## config.mk

```make
export PLATFORM = sky130hd
export DESIGN_NAME = tt_sweep_eval
export DESIGN_NICKNAME = d
export VERILOG_FILES = /design/src/rtl/tt_sweep_eval.sv
export SDC_FILE = /design/constraint.sdc
export NUM_CORES = 1
export LEC_CHECK = 0
export ABC_AREA = 1
export BUFFER_PORTS_ARGS = -buffer_cell sky130_fd_sc_hd__buf_2
export CORE_AREA = 2 2 101 103
export CTS_BUF_LIST = sky130_fd_sc_hd__clkbuf_16
export DETAILED_ROUTE_END_ITERATION = 7
export DIE_AREA = 0 0 103 105
export PLACE_DENSITY = 0.67
export SYNTH_ARGS = -nofsm -noshare
export SYNTH_HDL_FRONTEND = slang
export SYNTH_SLANG_ARGS = --single-unit
```

## constraint.sdc

```tcl
create_clock -name clk -period 3.49 [get_ports clk]
set_clock_uncertainty 0.15 [all_clocks]
set_input_delay 0.698 -clock clk [delete_from_list [all_inputs] [get_ports clk]]
set_output_delay 0.698 -clock clk [all_outputs]
set_load 0.02 [all_outputs]
```

## src/rtl/tt_sweep_eval.sv

```systemverilog
// tt_sweep_eval: run-time loadable N_IN-input / N_OUT-output truth table.
// In IDLE the table is evaluated directly from in_vec (1-cycle latency).
// A sweep steps through every input combination, holding each vector for
// STEP_CYC cycles, counts 1s per output channel and pulses done at the end.
// Optional build macro TT_SWEEP_SIGNATURE_EN adds a 16-bit rotate-XOR
// response signature on sig_out; without it sig_out is tied to zero.
module tt_sweep_eval #(
  parameter int N_IN     = 4,
  parameter int N_OUT    = 3,
  parameter int STEP_CYC = 10
) (
  input  logic                        clk,
  input  logic                        rst_n,
  input  logic                        wr_en,
  input  logic [N_IN-1:0]             wr_addr,
  input  logic [N_OUT-1:0]            wr_data,
  input  logic [N_IN-1:0]             in_vec,
  input  logic                        start,
  input  logic                        abort,
  output logic [N_IN-1:0]             vec_out,
  output logic [N_OUT-1:0]            y,
  output logic                        busy,
  output logic                        done,
  output logic [N_OUT*(N_IN+1)-1:0]   ones_cnt,
  output logic [15:0]                 sig_out
);

  localparam int DEPTH  = 1 << N_IN;
  localparam int CNT_W  = N_IN + 1;
  localparam int STEP_W = (STEP_CYC > 1) ? $clog2(STEP_CYC) : 1;
  localparam logic [STEP_W-1:0] STEP_LAST = STEP_W'(STEP_CYC - 1);
  localparam logic [N_IN-1:0]   VEC_ZERO  = '0;

  typedef enum logic [1:0] {
    ST_IDLE,
    ST_SWEEP,
    ST_DONE
  } state_t;

  state_t             state;
  logic [N_OUT-1:0]   tbl [DEPTH];
  logic [STEP_W-1:0]  step_cnt;

  logic [N_IN-1:0]    vec_nxt;
  logic [N_OUT-1:0]   y_in;
  logic [N_OUT-1:0]   y_first;
  logic [N_OUT-1:0]   y_next;
  logic               sweep_go;
  logic               step_end;
  logic               last_vec;

  // Table read ports and step/sweep decode shared by the control logic
  always_comb begin
    vec_nxt  = vec_out + 1'b1;
    y_in     = tbl[in_vec];
    y_first  = tbl[VEC_ZERO];
    y_next   = tbl[vec_nxt];
    sweep_go = start & ~abort;
    step_end = (step_cnt == STEP_LAST);
    last_vec = &vec_out;
  end

  // Table storage: cleared by reset, writable only while idle
  always_ff @(posedge clk or negedge rst_n) begin
    if (!rst_n) begin
      for (int unsigned i = 0; i < DEPTH; i++) begin
        tbl[i] <= '0;
      end
    end else if (state == ST_IDLE && wr_en) begin
      tbl[wr_addr] <= wr_data;
    end
  end

  // Sweep controller with registered vector, table output and 1s counters
  always_ff @(posedge clk or negedge rst_n) begin
    if (!rst_n) begin
      state    <= ST_IDLE;
      vec_out  <= '0;
      y        <= '0;
      busy     <= 1'b0;
      done     <= 1'b0;
      ones_cnt <= '0;
      step_cnt <= '0;
    end else begin
      case (state)
        ST_IDLE: begin
          done <= 1'b0;
          if (sweep_go) begin
            state    <= ST_SWEEP;
            busy     <= 1'b1;
            vec_out  <= '0;
            y        <= y_first;
            step_cnt <= '0;
            for (int unsigned k = 0; k < N_OUT; k++) begin
              ones_cnt[k*CNT_W +: CNT_W] <= CNT_W'(y_first[k]);
            end
          end else begin
            vec_out <= in_vec;
            y       <= y_in;
          end
        end
        ST_SWEEP: begin
          if (abort) begin
            state    <= ST_IDLE;
            busy     <= 1'b0;
            step_cnt <= '0;
          end else if (step_end) begin
            step_cnt <= '0;
            if (last_vec) begin
              state <= ST_DONE;
              busy  <= 1'b0;
              done  <= 1'b1;
            end else begin
              vec_out <= vec_nxt;
              y       <= y_next;
              for (int unsigned k = 0; k < N_OUT; k++) begin
                ones_cnt[k*CNT_W +: CNT_W] <= ones_cnt[k*CNT_W +: CNT_W] + CNT_W'(y_next[k]);
              end
            end
          end else begin
            step_cnt <= step_cnt + 1'b1;
          end
        end
        ST_DONE: begin
          done  <= 1'b0;
          state <= ST_IDLE;
        end
        default: begin
          state <= ST_IDLE;
        end
      endcase
    end
  end

`ifdef TT_SWEEP_SIGNATURE_EN
  // Response signature: seeded from table[0] at start, folded in per vector step
  always_ff @(posedge clk or negedge rst_n) begin
    if (!rst_n) begin
      sig_out <= '0;
    end else if (state == ST_IDLE && sweep_go) begin
      sig_out <= 16'hFFFF ^ 16'(y_first);
    end else if (state == ST_SWEEP && !abort && step_end && !last_vec) begin
      sig_out <= {sig_out[14:0], sig_out[15]} ^ 16'(y_next);
    end
  end
`else
  assign sig_out = '0;
`endif

endmodule

```

# [Word level (Yosys, flattened, before mapping)]
# Index checks and enable logic that the tools add are counted.
# Widths: inputs -> output; s select.
[word_totals] register_bits=78 latchBits=0 ram_bits=0 mem_bits_ro=0 input_bits=16 out_inout_bits=40 elab_cells=102 mem_count=0
[op_classes] n_addsub=5 mul=0 n_div=0 order_cmp=4 eq_ne=10 n_shift=0 n_mux=42 bitwise=5 n_reduce_logical=13
[ops] op="$mux 15" n=4
[ops] op="$bwmux 48" n=1
[ops] op="$pmux 15 s2" n=1
[ops] op="$mux 4" n=7
[ops] op="$mux 3" n=9
[ops] op="$bmux 3 s4" n=2
[ops] op="$pmux 4 s2" n=2
[ops] op="$reduce_and 4->1" n=4
[ops] op="$add 5x1->5" n=3
[ops] op="$ge 5x5->1 const B" n=3
[ops] op="$not 4->5" n=3
[ops] op="$demux 3 s4" n=1
[ops] op="$ne 2x2->1 const B" n=5
[ops] op="$add 4x1->4 const B" n=2
[ops] op="$mux 2" n=4
[ops] op="$mux 1" n=7
[ops] op="$ne 3x3->1 const B" n=2
[ops] op="$pmux 3 s2" n=1
[ops] op="$lt 5x1->1 const B" n=1
[ops] op="$reduce_and 5->1" n=1
[ops] op="$eq 4x4->1 const B" n=1
[ops] op="$pmux 1 s2" n=2
[ops] op="$pmux 2 s2" n=1
[ops] op="$reduce_bool 2->1" n=2
[ops] op="other kinds (9)" n=10

# [Longest topological paths before layout]
# Gate-level depths: netlist (run 1).
[logic_depth] word_depth=10 depth_mapped=12 ltp_nobuf=11

# [Worst setup path after synthesis (run 1)]
# Ideal clock, no wire load.
[synth_path] path_kind="register -> register" start="reg vec_out[0]" end="reg ones_cnt[14]" setup_time_ns=0.092 t_arrival_ns=2.317 t_required_ns=3.248 slack_ns=0.931 path_stages_with_launch=13 path_buffers=1 period_less_slack_ns=2.559 path_cell_list="dfrtp_1 -> ha_1 -> inv_1 -> clkbuf_1 -> o211ai_1 -> nand3_1 -> nand3_1 -> nand2_1 -> ha_1 -> ha_1 -> nand3_1 -> xor2_1 -> o31ai_2"
[synth_via] elab_chain_cells=10 word_cells_on_any_way=13 classes_between="add/sub: 2; eq/ne: 1; mux: 7; bitwise: 1; reduce/logical: 2"
[synth_lines] item="from (decl)" line="20" text="output logic [N_IN-1:0] vec_out,"
[synth_lines] item="from (signal assigned)" line="98" text="vec_out <= in_vec;"
[synth_lines] item="from (signal assigned)" line="114" text="vec_out <= vec_nxt;"
[synth_lines] item="$add 4x1->4" line="54" text="vec_nxt = vec_out + 1'b1;"
[synth_lines] item="$not 4->5 (implied by the code)" line="57" text="y_next = tbl[vec_nxt];"
[synth_lines] item="$bmux 3 s4" line="57"
[synth_lines] item="$mux 3 (implied by the code) (2 in series)" line="57"
[synth_lines] item="$add 5x1->5" line="117" text="ones_cnt[k*CNT_W +: CNT_W] <= ones_cnt[k*CNT_W +: CNT_W] + CNT_W'(y_next[k]);"
[synth_lines] item="$mux 15" line="109" text="if (last_vec) begin"
[synth_lines] item="$mux 15" line="107" text="end else if (step_end) begin"
[synth_lines] item="$mux 15" line="103" text="if (abort) begin"
[synth_lines] item="$pmux 15 s2" line="85" text="case (state)"
[synth_lines] item="to (signal, indexed assignment)" line="95" text="ones_cnt[k*CNT_W +: CNT_W] <= CNT_W'(y_first[k]);"
[synth_lines] item="to (signal, indexed assignment)" line="117"
[synth_lines] item="to (decl)" line="24" text="output logic [N_OUT*(N_IN+1)-1:0] ones_cnt,"
# Several ways; a longest one is shown, not always the timed one. The select of a mux whose other input is x is not followed.
# A chain may end at the register's enable or synchronous reset.

# [Worst setup path after layout (run 1)]
[layout_path] start="reg vec_out[1]" end="reg ones_cnt[14]"
# Same word-level chain as after synthesis.

==> run_results.csv, run 1 <==
group,metric,value,unit
run_status,status,"finished, final reports clean",
sta,min_period,2.793,ns
synth,synth.area.top_cells,"dfrtp_1, nand2_1, nand3_1",
die,fp-row-count,36,
clock_tree,cts_hold_buf,0,
grt,grt_pass1_wl,19280,µm
synth,synth_cells,625,
die,ios,56,
sta,hold_violations,0,
synth,yosysMostFrequentCell,"nand2_1",
cells_and_area,drive_above_1_share,11.84,%
power,comb_power_share,42.7,%
placement,pre_cts_ws,0.7539,ns
grt,grt_use_total,22.52,%
power,p_sw,1.581,mW
routing,ant_nets,0,
power,p_leak,2.623,nW
clock_tree,cts_max_level,3,
setup_path,startpoint_type,"flop",
placement,numPortBuffers,39,
routing,wl_per_cell,14.38,µm
synth,async_flop_share,100.0,%
synth,netlist_area,0.004627,mm²
clock_tree,clockRootBuffer,"clkbuf_16",
clock_tree,clockBufferDepth,2,
die,die-area,0.01082,mm²
sta,finalCritPeriodShare,80.02,%
placement,gp_congestion,0.9694,
power,power,3.722,mW
setup_path,path_class,"flop to flop",
routing,dr.pass1.iters,6,
sta,relSlewSlack,34.67,%
grt,grt_pass1_vias,3937,
min_path,min_path_type,"flop to flop",
sta,tightest_slew,0.9800,ns
cells_and_area,antenna_cells,0,
power,clock_power_share,21.9,%
routing,drc,0,
placement,place_area,0.004837,mm²
grt,antenna_found_initial,0,
synth,synth_edf_count,0,
routing,drt_iter0_drc,380,
setup_path,critPathArrivalTime,2.88,ns
synth,ys_types,33,
cells_and_area,fill_cells,990,
grt,gr-total-overflow,0,
sta,grt_setup_unrepaired,"no",
die,dieHeight,105,µm
clock_tree,cts_made_buffers,9,
routing,drt_wl_total,11390,µm
setup_path,required,3.57,ns
clock_tree,clkLatencyLatePin,0.33,ns
power,swShare,42.49,%
power,ir_drop,0.3333,mV
sta,slew_viol_final,0,
die,start_util,48.00,%
die,die_x,103,µm
sta,max_freq,358.1,MHz
synth,synth_common_cells,"nand2_1, nand3_1, dfrtp_1",
cells_and_area,syn2layout_area_growth,10.06,%
sta,finalWorstSetupSlack,0.6972,ns
cells_and_area,fin_nets,678,
synth,synth_warnings,0,
synth,ys_ff_latch,78,
grt,grt_max_degree,79,
die,design.core.area,0.009639,mm²
setup_path,worstPathMaxFanout,13,
clock_tree,cts.sinks,78,
sta,finalSetupViolCount,0,
power,p_per_area,730.9,mW/mm²
power,seq_power_share,35.4,%
run,max_cap_violations,0,
placement,hpwl,8415,µm
synth,synth_ff_type,"dfrtp_1",
synth,synth.avg_cell_area,7.403,µm²
clock_tree,path_clk_slew,0.06,ns
routing,vias,4165,
power,internal-power,2.141,mW
synth,synth_area_leader_cell,"dfrtp_1",
cells_and_area,finish.instance_area,0.005092,mm²
setup_path,cp-end-kind,"flop",
synth,yosysSeqAreaShare,42.18,%
sta,tns,0,ns
synth,synth_top_area_share,42.18,%
clock_tree,post_cts_buffers,0,
clock_tree,postCtsResizedCells,0,
routing,viasPerCell,5.259,
clock_tree,cts_tree,"built",
-- layer usage --
layer  vias up  track usage (%)  part of all wire (%)
li1       2047                -                     -
met1      1937            31.62                    46
met2       156            34.74                    47
met3        25            3.679                   5.5
met4         0            8.365                   2.0
met5         -                0                     0
-- power groups by stage --
| stage | Combinational (mW) | Clock [mW] | Sequential (mW) |
|---|---|---|---|
| after floorplan | 1.17 | 0 | 1.36 |
| after global placement | 1.55 | 0 | 1.32 |
| after detailed placement | 1.57 | 0 | 1.33 |
| after CTS | 1.59 | 0.839 | 1.31 |
| after global routing | 1.82 | 0.885 | 1.35 |
| final | 1.59 | 0.815 | 1.32 |
-- worst paths after layout --
path / start / to / slack, ns / cells past startpoint
setup / recovery: vec_out[1]$_DFFE_PN0P_ / ones_cnt[14]$_DFFE_PN0P_ / 0.70 / 11
hold / removal: y[2]$_DFFE_PN0P_ / y[2]$_DFFE_PN0P_ / 0.33 / 2
setup reg to reg: vec_out[1]$_DFFE_PN0P_ / ones_cnt[14]$_DFFE_PN0P_ / 0.70 / 11
hold reg to reg: y[2]$_DFFE_PN0P_ / y[2]$_DFFE_PN0P_ / 0.33 / 2
max in group asynchronous: rst_n / tbl[2]$_DFFE_PN0P_ / 2.19 / 1
min in group asynchronous: rst_n / ones_cnt[13]$_DFFE_PN0P_ / 0.38 / 1
-- flip-flops by register name, indices dropped and copies added, names as in the netlist --
name      cells
ones_cnt     15
y_first       3
state         2
vec_out       4
step_cnt      4
done          1
busy          1
y             3
tbl          45
-- critical path, cell delays in order (launching register included) --
cell and delay (ns):
dfrtp_1 0.40, ha_1 0.55, inv_1 0.30, o211ai_1 0.18, nand3_1 0.09, nand3_1 0.13
nand2_1 0.08, ha_1 0.20, ha_1 0.21, nand3_1 0.10, xor2_1 0.07, o31ai_2 0.22
-- per-stage QoR --
step / utilization [%] / hold WS (ns) / cells
after floorplan: - / 0.2524 / 640
after global routing: 52.83 / 0.3499 / 792
after CTS: 52.83 / 0.3332 / 792
after detailed placement: 50.18 / 0.3179 / 777
after global placement: 50.18 / 0.3109 / 777
final: 52.83 / 0.3284 / 792
-- layout make-up --
class | count | area, µm² | area share [%]
clock buffer | 9 | 225.2 | 4.423
clock inverter | 6 | 30.03 | 0.5897
inverter | 75 | 281.5 | 5.528
multi-input combinational | 451 | 2232 | 43.83
sequential | 78 | 1952 | 38.33
tap | 133 | 166.4 | 3.268
timing repair buffer | 40 | 205.2 | 4.029
-- placed cells by master, fill, tap and decap left out, types with 4 or more instances in the layout --
cell type / synthesis / final
a21oi_1: 6 / 6
dfrtp_1: 78 / 78
clkbuf_16: 0 / 9
o21ai_0: 57 / 57
conb_1: 1 / 16
inv_1: 70 / 71
buf_2: 9 / 38
xnor2_1: 4 / 4
ha_1: 7 / 7
o22ai_1: 4 / 4
xor2_1: 5 / 5
nand3_1: 98 / 98
nand2_1: 196 / 196
nor2_1: 24 / 24
inv_2: 5 / 5
o31ai_2: 9 / 9
-- logic make-up (layout without fill, tap and decap cells) --
group,Yosys count,in the layout,synth area share [%]
flops,78,78,42.18
buf+inv,111,130,10.79
xor+xnor,9,9,1.704
fa+ha+maj,7,7,1.893
simple gates,332,332,31.59
other cells,1,16,0.08105
compound gates,87,87,11.76
No activity file was read; power rests on OpenSTA's default activity.
==> run 2, diff against run 1 <==
PLACE_DENSITY = 0.7   (was 0.67)
clock period = 2.5 ns   (was 3.49 ns; I/O delays follow)
==> run 2 against run 1 <==
  * Routed wire length grew 2.7%
  * Cell area grew 5.6%
  * Clock power grew 67%
  * Final cell count grew 1.3%
  * Total power grew 58%
  * Worst hold slack lost 0.17 ns
  * Global-route usage shrank 0.083 points
  * Sequential power grew 40%
  * Via count grew 1.6%
  * Non-clock buffer count grew 10
  * Worst setup slack lost 0.57 ns
==> run_results.csv, run 2 (synthesized netlist as in run 1, its figures left out) <==
group,metric,value,unit
clock_tree,clkLatencyLatePin,0.34,ns
setup_path,worstPathMaxFanout,7,
placement,numPortBuffers,39,
run_status,status,"finished, final reports clean",
grt,grt_pass1_vias,3963,
routing,drc,0,
clock_tree,cts_made_buffers,9,
setup_path,cp-end-kind,"flop",
setup_path,crit_start,"vec_out[0]$_DFFE_PN0P_",
grt,gr-total-overflow,0,
placement,hpwl,8310,µm
setup_path,path_class,"flop to flop",
sta,min_period,2.372,ns
cells_and_area,final_cell_mix,"nand2_1, nand3_1, dfrtp_1",
run,max_cap_violations,0,
cells_and_area,fin_nets,689,
setup_path,required,2.56,ns
grt,grt_max_degree,79,
setup_path,critPathArrivalTime,2.43,ns
sta,finalCritPeriodShare,94.86,%
cells_and_area,top_regs,"tbl x45, ones_cnt x15",
grt,grt_pass1_wl,19150,µm
sta,grt_setup_unrepaired,"yes",
routing,wl_per_cell,14.59,µm
clock_tree,path_clk_slew,0.06,ns
cells_and_area,syn2layout_area_growth,16.17,%
clock_tree,clockBufferDepth,2,
clock_tree,cts_tree,"built",
cells_and_area,largest_reg_flops,45,
cells_and_area,fill_cells,927,
setup_path,crit-reg2reg-launch,"vec_out[0]$_DFFE_PN0P_",
routing,drt_iter0_drc,344,
die,start_util,48.00,%
cells_and_area,layoutNonFillerInstCount,802,
cells_and_area,antenna_cells,0,
sta,max_freq,421.7,MHz
die,ios,56,
cells_and_area,final_common_cell,"nand2_1",
die,die-area,0.01082,mm²
die,design.core.area,0.009639,mm²
placement,post-place-cells,785,
placement,gp_congestion,0.9518,
setup_path,r2r_setup_slack,0.13,ns
clock_tree,cts_hold_buf,0,
grt,antenna_found_initial,0,
min_path,min_path_type,"input pin to asynchronous set/reset pin",
sta,slew_viol_final,0,
setup_path,startpoint_type,"flop",
routing,vias,4233,
cells_and_area,largest-register,"tbl",
sta,hold_violations,0,
sta,hold-worst-slack,0.1625,ns
die,fp-row-count,36,
clock_tree,cts.sinks,78,
routing,viasPerCell,5.278,
die,dieHeight,105,µm
sta,tightest_slew,0.9549,ns
grt,grt_use_total,22.44,%
clock_tree,cts_max_level,3,
setup_path,rr_worst_depth,11,
power,p_leak,2.699,nW
die,die_x,103,µm
power,p_per_area,1092,mW/mm²
routing,drt_wl_total,11700,µm
sta,relSlewSlack,36.34,%
cells_and_area,drive_above_1_share,16.74,%
cells_and_area,fin_util,55.76,%
sta,finalSetupViolCount,0,
power,ir_drop,0.5097,mV
clock_tree,clockRootBuffer,"clkbuf_16",
routing,dr.pass1.iters,6,
setup_path,regToRegEndpoint,"ones_cnt[14]$_DFFE_PN0P_",
routing,ant_nets,0,
run 2: cell count changes in the layout (fill, tap and decap cells not counted), sizes merged:
cell	change
clkinv	-2
clkinvlp	+3
inv	-3
bufinv	+2
buf	+10
run 2: final cells by class:
class	count	area, µm²	share of cell area, %
Timing Repair Buffer	50	309.0	5.750
Inverter	75	285.3	5.307
Multi-Input combinational cell	451	2352	43.76
Timing Repair inverter	1	7.507	0.1397
Clock inverter	5	76.32	1.420
Tap cell	133	166.4	3.096
Clock buffer	9	225.2	4.190
Sequential cell	78	1953	36.34
run 2: repair_timing:
| action | 4_1_cts | 5_1_grt |
|---|---|---|
| gates cloned | 0 | 1 |
| setup buffers | 0 | 2 |
| resized for setup | 1 | 29 |
| endpoints found under the hold margin | 0 | 0 |
| pin swaps | 0 | 12 |
| endpoints found under the setup margin | 2 | 11 |
run 2: worst max-delay path by stage:
stage | to | slack, ns
6_report | ones_cnt[14]$_DFFE_PN0P_ | 0.13
5_1_grt | ones_cnt[9]$_DFFE_PN0P_ | -0.01
4_1_cts | ones_cnt[14]$_DFFE_PN0P_ | 0.01
3_5_place_dp | ones_cnt[9]$_DFFE_PN0P_ | -0.02
3_3_place_gp | ones_cnt[14]$_DFFE_PN0P_ | 0.04
2_1_floorplan | ones_cnt[14]$_DFFE_PN0P_ | 0.05
run 2: worst max-delay path, stage by stage (launching register included):
cell and delay (ns):
dfrtp_2 0.44, ha_4 0.32, clkinvlp_4 0.22, nand3_2 0.11, nand3_1 0.09, nand3_2 0.11
nand2_1 0.06, ha_1 0.21, ha_2 0.19, nand3_1 0.09, xor2_1 0.18, o31ai_2 0.08
run 2: where the power goes:
part | leakage [nW] | internal, mW | total (mW) | switching, mW
Clock | 0.145 | 0.857 | 1.36 | 0.500
Combinational | 1.54 | 0.979 | 2.66 | 1.68
Sequential | 1.01 | 1.60 | 1.85 | 0.253
Total | 2.70 | 3.44 | 5.87 | 2.43
run 2: metrics by stage:
stage	instance area (µm²)	setup WS (ns)	power [mW]	TNS [ns]
floorplan	4684	0.04913	3.527	0
global placement	4910	0.04182	4.089	0
detailed placement	4910	-0.02022	4.144	-0.03159
CTS	5215	0.01259	5.538	0
global route	5375	-0.01158	6.294	-0.01158
finish	5375	0.1285	5.870	0
run 2: routing by layer:
metal | wire length [µm] | up-vias | global-route usage [%]
li1 | - | 2071 | -
met1 | 5065 | 1967 | 29.80
met2 | 5679 | 174 | 36.46
met3 | 774 | 21 | 5.485
met4 | 185 | 0 | 5.733
met5 | 0 | - | 0
==> run 3, diff against run 2 <==
GPL_TIMING_DRIVEN = 0   (was unset)
==> run 3 against run 2 <==
  * Sequential cell count unchanged
  * Routed wire length increased by 8.5%
  * Combinational power barely moved
  * Total power decreased by 1.0%
  * Cell area grew 2.4%
  * Global-route usage rose by 2.2 points
  * Register-to-register slack worse by 0.06 ns
  * Sequential power about the same
  * Worst hold slack better by 0.081 ns
  * Largest power group unchanged
==> run_results.csv, run 3 (synthesized netlist as in run 1, its figures left out) <==
group,metric,value,unit
sta,hold-worst-slack,0.2439,ns
clock_tree,cts_tree,"built",
cells_and_area,final_cell_mix,"nand2_1, nand3_1, dfrtp_1",
grt,antenna_found_initial,0,
sta,max_freq,411.1,MHz
routing,viasPerCell,5.242,
cells_and_area,syn2layout_area_growth,18.96,%
clock_tree,cts_max_level,3,
cells_and_area,top_regs,"tbl x45, ones_cnt x15",
sta,relSlewSlack,64.63,%
setup_path,rr_worst_depth,11,
sta,finalCritPeriodShare,97.30,%
power,p_per_area,1056,mW/mm²
setup_path,cp-end-kind,"flop",
cells_and_area,largest-register,"tbl",
sta,finalSetupViolCount,0,
setup_path,required,2.61,ns
die,design.core.area,0.009639,mm²
clock_tree,clkLatencyLatePin,0.34,ns
routing,drt_wl_total,12700,µm
setup_path,worstPathMaxFanout,10,
cells_and_area,fin_nets,717,
power,seq_power_share,32.2,%
run_status,status,"finished, final reports clean",
routing,ant_nets,0,
min_path,hold_depth,3,
grt,grt_use_total,24.61,%
cells_and_area,fin_util,57.10,%
power,internal-power,3.357,mW
setup_path,startpoint_type,"flop",
power,clock_power_share,21.5,%
power,swShare,42.21,%
cells_and_area,fill_cells,958,
sta,min_period,2.433,ns
setup_path,path_class,"flop to flop",
grt,grt_max_degree,50,
sta,grt_setup_unrepaired,"yes",
min_path,min_path_type,"input pin to flop",
die,dieHeight,105,µm
cells_and_area,final_common_cell,"nand2_1",
power,comb_power_share,46.3,%
grt,gr-total-overflow,0,
die,die_x,103,µm
cells_and_area,largest_reg_flops,45,
die,die-area,0.01082,mm²
clock_tree,clockRootBuffer,"clkbuf_16",
cells_and_area,multiInputGateArea,0.002318,mm²
routing,drt_iter0_drc,332,
clock_tree,cts.sinks,78,
routing,vias,4356,
routing,dr.pass1.iters,6,
sta,hold_violations,0,
grt,grt_pass1_vias,4167,
power,ir_drop,0.4002,mV
placement,gp_congestion,0.9730,
power,p_leak,2.810,nW
die,start_util,48.00,%
cells_and_area,layoutNonFillerInstCount,831,
cells_and_area,regArea,0.001956,mm²
sta,slew_viol_final,0,
grt,grt_pass1_wl,20450,µm
setup_path,critPathArrivalTime,2.54,ns
clock_tree,cts_made_buffers,9,
clock_tree,path_clk_slew,0.06,ns
placement,numPortBuffers,38,
cells_and_area,drive_above_1_share,18.34,%
die,fp-row-count,36,
placement,hpwl,9465,µm
placement,post-place-cells,812,
cells_and_area,antenna_cells,0,
run,max_cap_violations,0,
power,p_sw,2.452,mW
routing,wl_per_cell,15.29,µm
sta,tightest_slew,0.5305,ns
die,ios,56,
clock_tree,clockBufferDepth,2,
routing,drc,0,
==> run 3: worst paths after layout <==
check,from,endpoint,slack [ns]
worst max-delay path,vec_out[0]$_DFFE_PN0P_,ones_cnt[4]$_DFFE_PN0P_,0.07
max in group asynchronous,rst_n,tbl[12]$_DFFE_PN0P_,1.11
worst min register to register,y[0]$_DFFE_PN0P_,y[0]$_DFFE_PN0P_,0.33
worst min-delay path,wr_data[0],y_first[0]$_DFFE_PN0P_,0.24
worst max register to register,vec_out[0]$_DFFE_PN0P_,ones_cnt[4]$_DFFE_PN0P_,0.07
min in group asynchronous,rst_n,ones_cnt[6]$_DFFE_PN0P_,0.51
==> run 3: power by group through the flow <==
stage	Combinational (mW)	Sequential, mW	Clock, mW
floorplan	1.63	1.89	0
global placement	2.31	1.84	0
detailed placement	2.38	1.86	0
CTS	2.53	1.86	1.28
global route	2.97	1.91	1.33
finish	2.69	1.87	1.25
==> run 3: cell type report <==
class | instances | area share, %
clock buffer | 9 | 4.092
timing repair buffer | 43 | 4.592
tap | 133 | 3.023
sequential | 78 | 35.53
multi-input combinational | 451 | 42.12
inverter | 75 | 5.160
clock inverter | 6 | 1.000
buffer | 36 | 4.478
==> run 3: per-layer routing <==
layer	vias up	GRT usage [%]	routed length, µm
met4	0	10.71	332
met3	27	3.411	675
met2	151	39.47	6132
met1	2051	32.81	5563
met5	-	0	0
li1	2127	-	-
==> run 3: through the flow <==
stage	setup TNS, ns	area [µm²]	power, mW	setup WS [ns]
floorplan	0	4684	3.527	0.04913
global placement	-1.907	5041	4.152	-0.3473
detailed placement	-2.027	5071	4.241	-0.3821
CTS	0	5433	5.670	0.006385
global route	-0.008680	5504	6.207	-0.007052
finish	0	5504	5.810	0.06745
==> run 3: timing repair <==
item | 4_1_cts | 5_1_grt
endpoints found under the setup margin | 12 | 5
buffers inserted | 1 | 2
pin swaps | 2 | 4
hold endpoints to repair | 29 | 0
gates resized for setup | 16 | 15
hold buffers | 1 | 0
==> run 3: critical path, cell delays in order (launching register included) <==
cell,delay (ns)
dfrtp_2,0.45
ha_4,0.33
buf_8,0.15
nand3_1,0.10
nand3_1,0.10
nand3_1,0.11
nand2_1,0.13
ha_1,0.19
ha_2,0.19
nand3_1,0.09
xor2_1,0.16
o31ai_2,0.21
